`src/rtl/ball_motion_sched.sv`:
```
// Pong ball timing scheduler: serve/rally/point/game-over sequencing, step
// pulse generation with per-hit speed-up, and score keeping.
module ball_motion_sched #(
  parameter int unsigned BASE_PERIOD  = 312500,
  parameter int unsigned SPEED_STEP   = 30000,
  parameter int unsigned MIN_PERIOD   = 62500,
  parameter int unsigned SERVE_CYCLES = 50000000,
  parameter int unsigned POINT_CYCLES = 25000000,
  parameter int unsigned WIN_SCORE    = 9
) (
  input  logic        clk,
  input  logic        rst,
  input  logic        start,
  input  logic        pause,
  input  logic        paddle_hit,
  input  logic        miss_l,
  input  logic        miss_r,
  output logic        step,
  output logic [19:0] period,
  output logic [2:0]  state,
  output logic [3:0]  score_l,
  output logic [3:0]  score_r,
  output logic        serve_dir
);

  typedef enum logic [2:0] {
    S_IDLE  = 3'd0,
    S_SERVE = 3'd1,
    S_RALLY = 3'd2,
    S_POINT = 3'd3,
    S_OVER  = 3'd4
  } state_t;

  localparam logic [19:0] BASE_P     = 20'(BASE_PERIOD);
  localparam logic [19:0] MIN_P      = 20'(MIN_PERIOD);
  localparam logic [19:0] STEP_P     = 20'(SPEED_STEP);
  localparam logic [20:0] HIT_THRESH = 21'(MIN_PERIOD + SPEED_STEP);
  localparam logic [25:0] SERVE_LAST = 26'(SERVE_CYCLES - 1);
  localparam logic [25:0] POINT_LAST = 26'(POINT_CYCLES - 1);
  localparam logic [3:0]  WIN        = 4'(WIN_SCORE);

  state_t      state_q, state_d;
  logic [25:0] cnt_q, cnt_d;
  logic [19:0] period_q, period_d;
  logic        step_q, step_d;
  logic [3:0]  score_l_q, score_l_d;
  logic [3:0]  score_r_q, score_r_d;
  logic        serve_dir_q, serve_dir_d;
  logic        start_q, start_prev_q;
  logic        hit_q, hit_prev_q;

  logic        start_edge;
  logic        hit_edge;
  logic [25:0] wrap_at;

  assign start_edge = start_q & ~start_prev_q;
  assign hit_edge   = hit_q & ~hit_prev_q;
  // period is never below MIN_PERIOD, so period-1 cannot underflow
  assign wrap_at    = {6'b0, period_q} - 26'd1;

  always_comb begin
    state_d     = state_q;
    cnt_d       = cnt_q;
    period_d    = period_q;
    step_d      = 1'b0;
    score_l_d   = score_l_q;
    score_r_d   = score_r_q;
    serve_dir_d = serve_dir_q;
    if (!pause) begin
      case (state_q)
        S_IDLE: begin
          if (start_edge) begin
            period_d = BASE_P;
            cnt_d    = '0;
            state_d  = S_SERVE;
          end
        end
        S_SERVE: begin
          if (cnt_q == SERVE_LAST) begin
            cnt_d   = '0;
            state_d = S_RALLY;
          end else begin
            cnt_d = cnt_q + 26'd1;
          end
        end
        S_RALLY: begin
          // a miss outranks a simultaneous paddle edge and suppresses the speed-up
          if (miss_l || miss_r) begin
            cnt_d   = '0;
            state_d = S_POINT;
            if (miss_r && !miss_l) begin
              if (score_l_q < WIN) score_l_d = score_l_q + 4'd1;
              serve_dir_d = 1'b1;
            end else if (miss_l && !miss_r) begin
              if (score_r_q < WIN) score_r_d = score_r_q + 4'd1;
              serve_dir_d = 1'b0;
            end
          end else begin
            if (hit_edge) begin
              if ({1'b0, period_q} >= HIT_THRESH) period_d = period_q - STEP_P;
              else                                period_d = MIN_P;
            end
            if (cnt_q >= wrap_at) begin
              cnt_d  = '0;
              step_d = 1'b1;
            end else begin
              cnt_d = cnt_q + 26'd1;
            end
          end
        end
        S_POINT: begin
          if (cnt_q == POINT_LAST) begin
            cnt_d = '0;
            if (score_l_q == WIN || score_r_q == WIN) begin
              state_d = S_OVER;
            end else begin
              period_d = BASE_P;
              state_d  = S_SERVE;
            end
          end else begin
            cnt_d = cnt_q + 26'd1;
          end
        end
        S_OVER: begin
          if (start_edge) begin
            score_l_d   = '0;
            score_r_d   = '0;
            serve_dir_d = 1'b0;
            period_d    = BASE_P;
            cnt_d       = '0;
            state_d     = S_SERVE;
          end
        end
        default: state_d = S_IDLE;
      endcase
    end
  end

  always_ff @(posedge clk) begin
    if (rst) begin
      state_q      <= S_IDLE;
      cnt_q        <= '0;
      period_q     <= BASE_P;
      step_q       <= 1'b0;
      score_l_q    <= '0;
      score_r_q    <= '0;
      serve_dir_q  <= 1'b0;
      start_q      <= 1'b0;
      start_prev_q <= 1'b0;
      hit_q        <= 1'b0;
      hit_prev_q   <= 1'b0;
    end else begin
      state_q      <= state_d;
      cnt_q        <= cnt_d;
      period_q     <= period_d;
      step_q       <= step_d;
      score_l_q    <= score_l_d;
      score_r_q    <= score_r_d;
      serve_dir_q  <= serve_dir_d;
      start_q      <= start;
      start_prev_q <= start_q;
      hit_q        <= paddle_hit;
      hit_prev_q   <= hit_q;
    end
  end

  assign step      = step_q;
  assign period    = period_q;
  assign state     = state_q;
  assign score_l   = score_l_q;
  assign score_r   = score_r_q;
  assign serve_dir = serve_dir_q;

endmodule

```
`config.mk`:
```
export PLATFORM = sky130hd
export DESIGN_NAME = ball_motion_sched
export DESIGN_NICKNAME = d
export VERILOG_FILES = /design/src/rtl/ball_motion_sched.sv
export SDC_FILE = /design/constraint.sdc
export NUM_CORES = 1
export LEC_CHECK = 0
export BUFFER_PORTS_ARGS = -buffer_cell sky130_fd_sc_hd__buf_2
export CAP_MARGIN = 10
export CELL_PAD_IN_SITES_DETAIL_PLACEMENT = 2
export CELL_PAD_IN_SITES_GLOBAL_PLACEMENT = 2
export CORE_ASPECT_RATIO = 0.7
export CORE_MARGIN = 2
export CORE_UTILIZATION = 36
export CTS_BUF_LIST = sky130_fd_sc_hd__clkbuf_16
export DETAILED_ROUTE_END_ITERATION = 16
export PLACE_DENSITY = 0.78
export SKIP_LAST_GASP = 1
export SYNTH_ARGS = -nofsm -noshare
export SYNTH_HDL_FRONTEND = slang
export SYNTH_SLANG_ARGS = --single-unit
```
`constraint.sdc`:
```
create_clock -name clk -period 5.25 [get_ports clk]
set_input_delay 1.05 -clock clk [delete_from_list [all_inputs] [get_ports clk]]
set_output_delay 1.05 -clock clk [all_outputs]
set_load 0.05 [all_outputs]
```
==> impl_metrics.ini <==
[pwr]
p_total_mw = 1.319
leakagePower_nw = 1.856
power.internal_uw = 898.8
comb_power_share_pct = 17.5
p_sw_uw = 420.2
p_sw_share_pct = 31.85
power.share.clock_pct = 44.0
p_per_area_nw_per_um2 = 283.5
peakVddDrop_v = 0.0001384
p_seq_share_pct = 38.4

[cts]
postCtsSetupRepairBufs = 0
cts_tree = yes
h-tree-depth = 3
post_cts_resized = 0
cts_made_buffers = 9
root_buffer = clkbuf_16
clk_pin_slew_ns = 0.06
clock-sinks = 60
postCtsHoldBufs = 0
cts.path.max_buffers = 2
clock_latency_ns = 0.34

[timing]
slew-limit-headroom_pct = 35.78
setup_viol = 0
clock_skew_ns = 0.004869
setup_tns_ns = 0
rsz0062_at_grt = false
final-hold-violation-count = 0
period_share_pct = 80.16
period_minus_slack_ns = 4.208
report.final.slew_viol_count = 0
max_clock_freq_ghz = 0.2376
worst_slew_pin_slew_ns = 0.9552

[route]
final_antenna_net_count = 0
wl_per_cell_um = 19.87
vias = 3929
drt-total-wl_mm = 13.71
dr.pass1.iters = 6
drc_errors = 0
via_per_inst = 5.694
drtIter0Drc = 171

[critical_path]
worstReg2RegStart = period[6]
cp-start-kind = register
cp-end-kind = register
cp.required_ns = 5.43
critPathBufInv = 1
cp_top_family = simple AND/OR/NAND/NOR gates
crit_path_top_delay_cell = a2111oi_0
crit_path_max_incr_delay_ns = 0.59
crit_type = register to register
cp_max_fo = 23
crit_start = period[6]
arrival_ns = 4.38
crit_chain = or3_1, nand2b_1, or2_2, nand2b_1, or3_1, ha_1, nand4_1, a2111oi_0, nor3_1, nor3_2, buf_4, nor3_1

[global_route]
grt_max_degree = 45
grt-ovfl-total = 0
busiest_layer = met2
grt_usage_pct = 23.88
grtUsageMet3_pct = 5.799
met1_usage_pct = 31.04
grt_pass1_wl_mm = 23.18
antenna_found_initial = 0
grt_pass1_vias = 4240
use_met2_pct = 39.91

[final_layout]
final_area_um2 = 4653
drive_gt1_share_pct = 10.61
layout.nets = 579
fill_cells = 1283
utilization_pct = 42.11
syn_to_final_growth_pct = 13.84
antenna_cells = 0

[yosys]
yosysMostFrequentCell = dfxtp_1
async_reset_ff_share_pct = 0
netlist_instances = 507
ys_types = 53
yosysTopAreaCell = dfxtp_1
netlist_top_cells_area = dfxtp_1, ha_1, xnor2_1
synth_top_area_share_pct = 29.38
synth.avg_cell_area_um2 = 8.062
synth_edf_count = 0
synth_flop_cell = dfxtp_1
yosysSeqAreaShare_pct = 29.38
synth_commonest_cells = dfxtp_1, nor2_1, nand2_1
synth_area_um2 = 4088
yosysWarnings = 0
ys_seq_elements = 60

[die]
die_w_um = 131.4
core-area_um2 = 11050
fp.dieH_um = 93.16
ioPinCount = 40
row_count = 32
initial_utilization_pct = 36.99
dieArea_um2 = 12240

[status]
status = completed

[min_path]
hp-class = register to register
min_from = hit_q

[placement]
hpwl_mm = 9.896
placed_cell_area_um2 = 4369
place_congestion = 0.8453
port_buffers = 36

[run]
cap_violations = 0
## placed cells by master (no fill, tap or decap), types with 5 or more instances in the layout
| cell | count |
|---|---|
| dfxtp_1 | 60 |
| nand3_1 | 20 |
| and4_1 | 5 |
| a21o_1 | 8 |
| ha_1 | 40 |
| xor2_1 | 20 |
| o21ai_0 | 16 |
| nand2b_1 | 6 |
| clkbuf_16 | 9 |
| and2_1 | 5 |
| or3_1 | 7 |
| nor3_1 | 32 |
| inv_1 | 15 |
| and3_1 | 10 |
| nor2b_1 | 8 |
| nor4_1 | 9 |
| a21oi_1 | 31 |
| xnor2_1 | 25 |
| nor2_1 | 45 |
| buf_2 | 36 |
| nand2_1 | 41 |
| nand4_1 | 20 |
## through the flow
stage / hold WS, ns / worst slack (ns) / std cells
global placement: 0.4499 / 1.418 / 674
finish: 0.4676 / 1.042 / 690
CTS: 0.4688 / 1.040 / 690
detailed placement: 0.4607 / 1.153 / 674
global route: 0.4842 / 0.6878 / 690
floorplan: 0.4286 / 1.293 / 509
## worst register-to-register path, cell delays in order, from the launching register on
cell,delay (ns)
dfxtp_1,0.42
or3_1,0.44
nand2b_1,0.19
or2_2,0.31
nand2b_1,0.21
or3_1,0.51
ha_1,0.36
nand4_1,0.16
a2111oi_0,0.59
nor3_1,0.25
nor3_2,0.20
buf_4,0.30
nor3_1,0.11
## routing by layer
metal  wire (um)  vias up  share of wire (%)
met4         188        0                1.4
met1        6617     1978                 48
met3         523       17                3.8
met5           0        -                  0
li1            -     1874                  -
met2        6380       60                 47
## area by class of cell
| class | instances | area [um2] | share of cell area (%) |
|---|---|---|---|
| sequential | 60 | 1201 | 25.81 |
| timing repair buffer | 38 | 195.2 | 4.195 |
| multi-input combinational | 409 | 2729 | 58.64 |
| clock buffer | 9 | 225.2 | 4.840 |
| tap | 153 | 191.4 | 4.114 |
| clock inverter | 7 | 58.81 | 1.264 |
| inverter | 14 | 52.55 | 1.129 |
## flip-flops by register name, summed over array words and instances (netlist names)
| register | cells |
|---|---|
| period | 17 |
| hit_prev_q | 1 |
| start_prev_q | 1 |
| cnt_q | 26 |
| step | 1 |
| start_q | 1 |
| serve_dir | 1 |
| hit_q | 1 |
| score_l | 4 |
| score_r | 4 |
| state | 3 |
## cell families after synthesis
group | synth area share (%)
and+or+nand+nor | 29.38
AOI/OAI and AO/OA | 14.48
DFF | 29.38
xor gates and xnor gates | 9.642
adders and majority gates | 12.24
buffers and inverters | 4.040
muxes | 0.7346
other | 0.09174
## worst paths after layout
kind / endpoint / slack, ns / cells past startpoint
setup / recovery: cnt_q[20] / 1.04 / 12
hold / removal: hit_prev_q / 0.47 / 1
setup reg to reg: cnt_q[20] / 1.04 / 12
hold reg to reg: hit_prev_q / 0.47 / 1
## power by group through the flow
stage | sequential, mW | combinational, mW | clock [mW]
detailed placement | 0.516 | 0.230 | 0
finish | 0.507 | 0.231 | 0.581
global route | 0.510 | 0.256 | 0.616
global placement | 0.514 | 0.220 | 0
CTS | 0.507 | 0.233 | 0.592
floorplan | 0.528 | 0.151 | 0
Power figures use the tool's default switching activity.
